## config.mk

```make
export PLATFORM = sky130hd
export DESIGN_NAME = fibo_seq_ctrl
export DESIGN_NICKNAME = d
export VERILOG_FILES = /design/src/rtl/fibo_pkg.sv /design/src/rtl/fibo_datapath.sv /design/src/rtl/fibo_seq_ctrl.sv
export SDC_FILE = /design/constraint.sdc
export NUM_CORES = 1
export LEC_CHECK = 0
export ABC_AREA = 1
export CAP_MARGIN = 20
export CORE_MARGIN = 2
export CORE_UTILIZATION = 55
export DETAILED_ROUTE_END_ITERATION = 6
export PLACE_DENSITY = 0.76
export REMOVE_ABC_BUFFERS = 1
export SLEW_MARGIN = 40
export SYNTH_ARGS = -nofsm -noshare
export SYNTH_HDL_FRONTEND = slang
export SYNTH_HIERARCHICAL = 1
export SYNTH_SLANG_ARGS = --single-unit
```

## constraint.sdc

```tcl
create_clock -name clk -period 1.91 [get_ports clk]
set_clock_uncertainty 0.05 [all_clocks]
set_input_delay 0.191 -clock clk [delete_from_list [all_inputs] [get_ports clk]]
set_output_delay 0.191 -clock clk [all_outputs]
set_load 0.02 [all_outputs]
```

## src/rtl/fibo_pkg.sv

```systemverilog
// -----------------------------------------------------------------------------
// fibo_pkg
// Shared definitions for the Fibonacci sequence controller:
//   - FIBO_WIDTH / FIBO_NW : default term width and term-index width
//   - fibo_state_t         : controller state encoding (IDLE, LOAD, CALC, DONE)
// -----------------------------------------------------------------------------
package fibo_pkg;

    localparam int FIBO_WIDTH = 8;
    localparam int FIBO_NW    = 6;

    typedef enum logic [1:0] {
        IDLE = 2'd0,
        LOAD = 2'd1,
        CALC = 2'd2,
        DONE = 2'd3
    } fibo_state_t;

endpackage

```

## src/rtl/fibo_datapath.sv

```systemverilog
// -----------------------------------------------------------------------------
// fibo_datapath
// Holds the running Fibonacci pair (a, b) = (F(i), F(i+1)) together with
// sticky "this value no longer fits in WIDTH bits" flags for each register.
// Ports:
//   clk, rst_n : clock, asynchronous active-low reset
//   load       : initialise a=0, b=1 and clear both overflow flags
//   step       : advance the pair one term (a<=b, b<=a+b)
//   a, b       : current pair, modulo 2^WIDTH
//   a_ovf      : true value of a exceeded 2^WIDTH-1
// -----------------------------------------------------------------------------
module fibo_datapath
    import fibo_pkg::*;
#(
    parameter int WIDTH = FIBO_WIDTH
) (
    input  logic             clk,
    input  logic             rst_n,
    input  logic             load,
    input  logic             step,
    output logic [WIDTH-1:0] a,
    output logic [WIDTH-1:0] b,
    output logic             a_ovf
);

    logic [WIDTH:0] sum;
    logic           b_ovf;

    // One extra bit captures the carry out of the modular addition.
    assign sum = {1'b0, a} + {1'b0, b};

    always_ff @(posedge clk or negedge rst_n) begin
        if (!rst_n) begin
            a     <= '0;
            b     <= '0;
            a_ovf <= 1'b0;
            b_ovf <= 1'b0;
        end else if (load) begin
            a     <= '0;
            b     <= WIDTH'(1);
            a_ovf <= 1'b0;
            b_ovf <= 1'b0;
        end else if (step) begin
            a     <= b;
            b     <= sum[WIDTH-1:0];
            a_ovf <= b_ovf;
            // Once either operand has wrapped, every later term is also too
            // large, so the flag is sticky along the sequence.
            b_ovf <= a_ovf | b_ovf | sum[WIDTH];
        end
    end

endmodule

```

## src/rtl/fibo_seq_ctrl.sv

```systemverilog
// -----------------------------------------------------------------------------
// fibo_seq_ctrl
// Computes F(n) iteratively, streaming every intermediate term F(1)..F(n)
// and reporting the final value and an overflow flag.
// Ports:
//   clk, rst_n  : clock, asynchronous active-low reset
//   start, n    : request F(n); accepted only when idle
//   abort       : cancel an in-flight computation (LOAD/CALC only)
//   busy        : high whenever not idle
//   term_valid  : one strobe per computed term, term carries its value
//   done        : one-cycle completion strobe
//   result      : F(n) mod 2^WIDTH, updated at the end of the done cycle
//   overflow    : F(n) did not fit in WIDTH bits, updated with result
// -----------------------------------------------------------------------------
module fibo_seq_ctrl
    import fibo_pkg::*;
#(
    parameter int WIDTH = FIBO_WIDTH,
    parameter int NW    = FIBO_NW
) (
    input  logic             clk,
    input  logic             rst_n,
    input  logic             start,
    input  logic [NW-1:0]    n,
    input  logic             abort,
    output logic             busy,
    output logic             term_valid,
    output logic [WIDTH-1:0] term,
    output logic             done,
    output logic [WIDTH-1:0] result,
    output logic             overflow
);

    fibo_state_t      state_reg;
    fibo_state_t      state_next;
    logic [NW-1:0]    n_reg;
    logic [NW-1:0]    cnt_reg;
    logic [NW-1:0]    cnt_inc;
    logic             last_step;
    logic             load;
    logic             step;
    logic [WIDTH-1:0] a;
    logic [WIDTH-1:0] b;
    logic             a_ovf;

    assign load      = (state_reg == LOAD);
    assign step      = (state_reg == CALC);
    assign cnt_inc   = cnt_reg + NW'(1);
    // The exit happens when cnt+1 reaches n, which is always before cnt
    // could wrap, so the NW-bit counter is sufficient.
    assign last_step = (cnt_inc == n_reg);

    always_comb begin
        state_next = state_reg;
        case (state_reg)
            IDLE: begin
                // An abort in the same cycle as start suppresses the request.
                if (start && !abort) begin
                    state_next = LOAD;
                end
            end
            LOAD: begin
                if (abort) begin
                    state_next = IDLE;
                end else if (n_reg != '0) begin
                    state_next = CALC;
                end else begin
                    state_next = DONE;
                end
            end
            CALC: begin
                if (abort) begin
                    state_next = IDLE;
                end else if (last_step) begin
                    state_next = DONE;
                end
            end
            DONE: begin
                // Completion wins over a concurrent abort.
                state_next = IDLE;
            end
            default: begin
                state_next = IDLE;
            end
        endcase
    end

    always_ff @(posedge clk or negedge rst_n) begin
        if (!rst_n) begin
            state_reg <= IDLE;
            n_reg     <= '0;
            cnt_reg   <= '0;
            result    <= '0;
            overflow  <= 1'b0;
        end else begin
            state_reg <= state_next;
            if (state_reg == IDLE && start && !abort) begin
                n_reg <= n;
            end
            if (state_reg == LOAD) begin
                cnt_reg <= '0;
            end else if (state_reg == CALC) begin
                cnt_reg <= cnt_inc;
            end
            if (state_reg == DONE) begin
                result   <= a;
                overflow <= a_ovf;
            end
        end
    end

    fibo_datapath #(
        .WIDTH (WIDTH)
    ) u_datapath (
        .clk   (clk),
        .rst_n (rst_n),
        .load  (load),
        .step  (step),
        .a     (a),
        .b     (b),
        .a_ovf (a_ovf)
    );

    assign busy       = (state_reg != IDLE);
    assign term_valid = (state_reg == CALC);
    // Before an update, b holds F(cnt+1), the term produced by this cycle.
    assign term       = term_valid ? b : '0;
    assign done       = (state_reg == DONE);

endmodule

```

Word-level counts from Yosys, hierarchy flattened --
Index checks and enable logic that the tools add are counted.
Storage, ports and cells: flip-flop bits (word level) 41, bits of input ports 10, output and inout bits 20, word-level logic and storage cells 45
Cells by class: add/sub/neg operators 2, equality and inequality tests 6, mux-type cells 17, bitwise operators 2, reductions and logical operators 9
Operators with widths (number):
- $mux 8 | 5
- $mux 6 | 2
- $add 8x8->9 | 1
- $mux 2 | 4
- $pmux 2 s4 | 1
- $add 6x1->6 const B | 1
- $eq 6x6->1 | 1
- $reduce_bool 6->1 | 1
- $mux 1 | 5
- $eq 2x2->1 const B | 2
- $reduce_bool 2->1 | 2
- $logic_and 1x1->1 | 3
- $ne 3x2->1 const B | 1
- $eq 2x1->1 const B | 1
- $logic_not 2->1 | 1
- $ne 2x2->1 const B | 1
- $or 1x1->1 | 2
- $reduce_and 2->1 | 1
- $logic_not 1->1 | 1

Depth between registers and ports, before layout --
Gate-level depths: netlist of the first run.
depth after elaboration 5, gate-level depth with buffers 12

Hierarchy --
Netlist of the first run, hierarchy kept.
Modules (own cells, without submodules):
- fibo_seq_ctrl | instances 1, cells an instance 157, area an instance 1282.5 um^2
- fibo_datapath | instances 1, cells an instance 122, area an instance 1038.5 um^2

Worst setup path before layout of the first run --
No wires, ideal clock.
path kind reg2reg, start register state_reg[0], end register state_reg[0], arrival time 1.550 ns, required time 1.743 ns, slack 0.193 ns, stages on the path, launching flop included 9, path buffers 1, period minus slack after synthesis 1.717 ns, path through dfrtp_1 inv_1 ha_1 clkbuf_1 inv_1 nor2_1 nand2_2 nand3_1 nand2_1
Between the ends: word-level cells in the longest chain between the ends 3, elaborated cells on any way between the ends 8
RTL lines:
- start: declaration | line fibo_seq_ctrl.sv:34 | fibo_state_t state_reg;
- start signal: assignment | line fibo_seq_ctrl.sv:96 | state_reg <= state_next;
- $eq 2x2->1 *
- named net term_valid | line fibo_seq_ctrl.sv:27 | output logic term_valid,
- $ne 3x2->1 (no line)
- $reduce_and 2->1 (no line)
Mark *: on every way through the listed nets, which the timed path passes. The rest lies on a longest branch. A chain may end at the register's enable or synchronous reset.

Final worst setup path of the first run --
start register state_reg[0], end output port done
Between the ends: word-level cells in the longest chain between the ends 1
RTL lines:
- $eq 2x2->1 | line fibo_seq_ctrl.sv:128 | assign done = (state_reg == DONE);
- end: declaration | line fibo_seq_ctrl.sv:29 | output logic done,
No other way between the ends.

==> impl.org, run 1 <==
** Flow run
- Across the run, the number of max-cap violations was 0.

** Synth
- After synthesis, the share of flip-flops with an asynchronous set or reset is 100%.
- Number of flops mapped to enable cells by yosys :: 0
- Of the post-synthesis cell area, the dominant cell type holds 44.2%.
- Register bit total from synthesis :: 41
- Ys flop type :: sky130_fd_sc_hd__dfrtp_1
- Number of distinct library cell variants in the gate-level netlist after synthesis :: 29
- Avg Cell Area, Syn :: 8.32 um^2
- Synthesized instance count :: between 200 and 300
- Area of the mapped netlist :: 2320 um^2
- Most area-hungry cell type in the Yosys netlist :: sky130_fd_sc_hd__dfrtp_1
- Synthesis Warnings :: 6
- Of the synthesized area, sequential elements account for between 40% and 50%.
- By area the synthesized netlist is led by sky130_fd_sc_hd__dfrtp_1 44%, sky130_fd_sc_hd__nand2_1 12%, sky130_fd_sc_hd__ha_1 7.5%.

** STA
- Post-route clock period utilization :: 97.3%
- Post-route setup TNS :: 0 ps
- The smallest clock period supported by the final layout is computed as 1860 ps.
- Based on the critical path, the design can be clocked at up to 538 MHz.
- Actual transition at the worst max-transition pin :: slightly above 500 ps
- The max-slew violation total from the final report was 0.
- Final number of hold-violating endpoints :: 0
- Headroom to the max-slew limit came out at 65.6%.
- Setup repair after global routing left no endpoint under its margin.
- Total of endpoints with negative setup slack in the final report :: 0

** Critical path
- Worst EP arrival :: 1620 ps
- In this run the worst setup path begins at state_reg[0]$_DFFE_PN0P_.
- Endpoint required time on the critical path :: 1670 ps
- Along the worst path, the maximum fanout reaches 3.
- The worst setup path is captured at an output pin.
- Worst setup path class :: flop to output pin
- R2r startpoint :: u_datapath/a[0]$_DFFE_PN0P_
- Startpoint Class :: flop

** Clock tree
- The root buffer cell chosen for the clock tree is sky130_fd_sc_hd__clkbuf_8.
- Number of buffers added by the clock tree synthesis step :: 5
- CTS sink count :: 41
- Buffers added to address setup during post-CTS repair amount to 0.
- The clock passes through at most 2 buffers.
- TritonCTS built the clock tree.
- After clock tree synthesis, the clock-pin slew on the worst setup and hold paths is 70 ps.
- Clock latency of the later-clocked register in the worst-skew pair :: 290 ps
- Number of H-tree branching levels :: 2

** Die
- The floorplan step defined a die boundary enclosing 4760 um^2.
- DIE WIDTH :: 69.0 um
- Row generation in the floorplan step produced 23 rows.
- The initial utilization of the core area, before any placement, comes to between 50% and 60%.
- Num ports :: 30
- The region available for standard cell placement spans 4030 um^2.
- The die is 69.0 um tall.

** Power
- The completed layout was analyzed and its total power is 2.68 mW.
- The worst-case IR drop observed on VDD is 0.784 mV.
- In this run the static leakage power is 1.55 nW.
- In this run the power density over the cells is 950 nW/um^2.

** Global routing
- Overall fraction of global-route tracks in use :: 23.0%
- The initial antenna violation count is 0.
- Overflow after GRT :: 0
- Vias in the first global route :: 1,827
- First-pass GRT wire length :: between 8000 and 9000 um
- Pin count of the biggest net entering global routing :: 22

** Layout
- In the final design database the tool counted 345 nets.
- Commonest non-fill, non-tap cells in the layout :: 72 x sky130_fd_sc_hd__nand2_1, 43 x sky130_fd_sc_hd__inv_1, 41 x sky130_fd_sc_hd__dfrtp_1
- Most common library cell in the layout ignoring fill and taps :: sky130_fd_sc_hd__nand2_1
- Cells with a size suffix above 1 make up between 10% and 20% of the layout.
- From synthesis to final layout, the design area changed by 21.3%.
- Antenna diode count :: 0
- The largest registers in the layout are result x8, u_datapath/a x8, u_datapath/b x8.

** Drt
- For this block, the initial DRC count from the detailed router was 137.
- Post-DR wirelength/cell :: 13.3 um
- After detailed routing, the total wire length is 4930 um.
- Post-route antenna net violation count :: 0
- The first detailed-routing pass ran for 4 iterations.
- After detailed routing, the number of remaining DRC violations is 0.
- Via count normalized by instance count :: 5.20
- The final route contains 1,924 vias.

** Min path
- The min-delay analysis places its worst path in the category primary input to asynchronous set/reset pin.

** Placed design
- Post-detailed-placement half-perimeter wirelength :: 3820 um
- Input and output buffers added on the ports amount to 29.
- Final weighted congestion in routability-driven placement :: ~0.84

** Status
- Status :: finished clean
==> per-stage QoR <==
step | area [um^2] | setup WS (ps) | utilization [%] | instances | hold slack (ps)
floorplan | 2290 | 213 | - | 274 | -155
global placement | 2730 | 197 | 67.8 | 362 | 129
detailed placement | 2730 | 129 | 67.8 | 362 | 136
CTS | 2820 | 52.4 | 69.9 | 370 | 359
global route | 2820 | 0.957 | 69.9 | 370 | 413
finish | 2820 | 52.2 | 69.9 | 370 | 354
==> synth_stat cells (all sizes together) (2+ instances only) <==
cell	n
a21oi	12
nand2	75
nand4	2
nor2	19
o21ai	10
a22o	6
inv	45
nand3	27
dfrtp	41
buf	2
ha	14
clkbuf	3
mux2	10
nor4	2
o22ai	4
==> layer usage <==
metal | share of wire, % | vias up | GRT usage, %
met4 | 0.77 | 0 | 6.37
met2 | 48 | 31 | 39.3
met1 | 47 | 906 | 29.3
met5 | 0 | - | 0
li1 | - | 983 | -
met3 | 3.7 | 4 | 5.19
==> cell type report <==
type / count / area [um^2]
multi-input combinational: 188 / 1100
timing repair buffer: 39 / 375
inverter: 45 / 169
fill: 331 / 1210
sequential: 41 / 1030
clock buffer: 7 / 86.3
tap: 50 / 62.6
==> cells by family after synthesis <==
logic type	count (synthesis)	synth area share, %
AND/OR/NAND/NOR	127	24.3
buffers and inverters	50	8.57
flip-flops	41	44.2
AO/OA/AOI/OAI	36	9.65
adder cells (fa/ha/maj)	15	8.41
multiplexers	10	4.85
==> report_power, final <==
group	switching (mW)	internal, mW	total, mW
clock	0.283	0.287	0.570
sequential	0.112	0.992	1.10
combinational	0.607	0.394	1.00
==> worst paths after layout <==
check                                         endpoint  slack, ps  depth (start not counted)
min in group clk                  n_reg[2]$_DFFE_PN0P_        420                          3
hold / removal             u_datapath/b[6]$_DFFE_PN0P_        350                          2
max in group asynchronous  u_datapath/b[4]$_DFFE_PN0P_        970                          3
setup / recovery                                  done         50                          3
setup reg to reg           u_datapath/b[6]$_DFFE_PN0P_        200                          8
hold reg to reg                   overflow$_DFFE_PN0P_        460                          1
==> critical path: stages, from the launching register on <==
cell and delay (ps):
sky130_fd_sc_hd__dfrtp_1 350, sky130_fd_sc_hd__buf_4 120, sky130_fd_sc_hd__ha_1 220, sky130_fd_sc_hd__clkdlybuf4s50_1 640
==> what timing repair did <==
action                                 4_1_cts  5_1_grt
endpoints found under the hold margin       20        0
gates resized for setup                     10        0
hold buffers                                 1        0
setup endpoints to repair                   10        0
Note: power is estimated with default switching activity, not from simulation.
==> run 2: changes to the inputs <==
--- a/config.mk
+++ b/config.mk
@@ -12,7 +12,7 @@
 export DETAILED_ROUTE_END_ITERATION = 6
 export PLACE_DENSITY = 0.76
 export REMOVE_ABC_BUFFERS = 1
-export SLEW_MARGIN = 40
+export SLEW_MARGIN = 20
 export SYNTH_ARGS = -nofsm -noshare
 export SYNTH_HDL_FRONTEND = slang
 export SYNTH_HIERARCHICAL = 1
==> results of run 2 <==
Same layout as run 1: the final DEF is identical, and so are final timing and power.
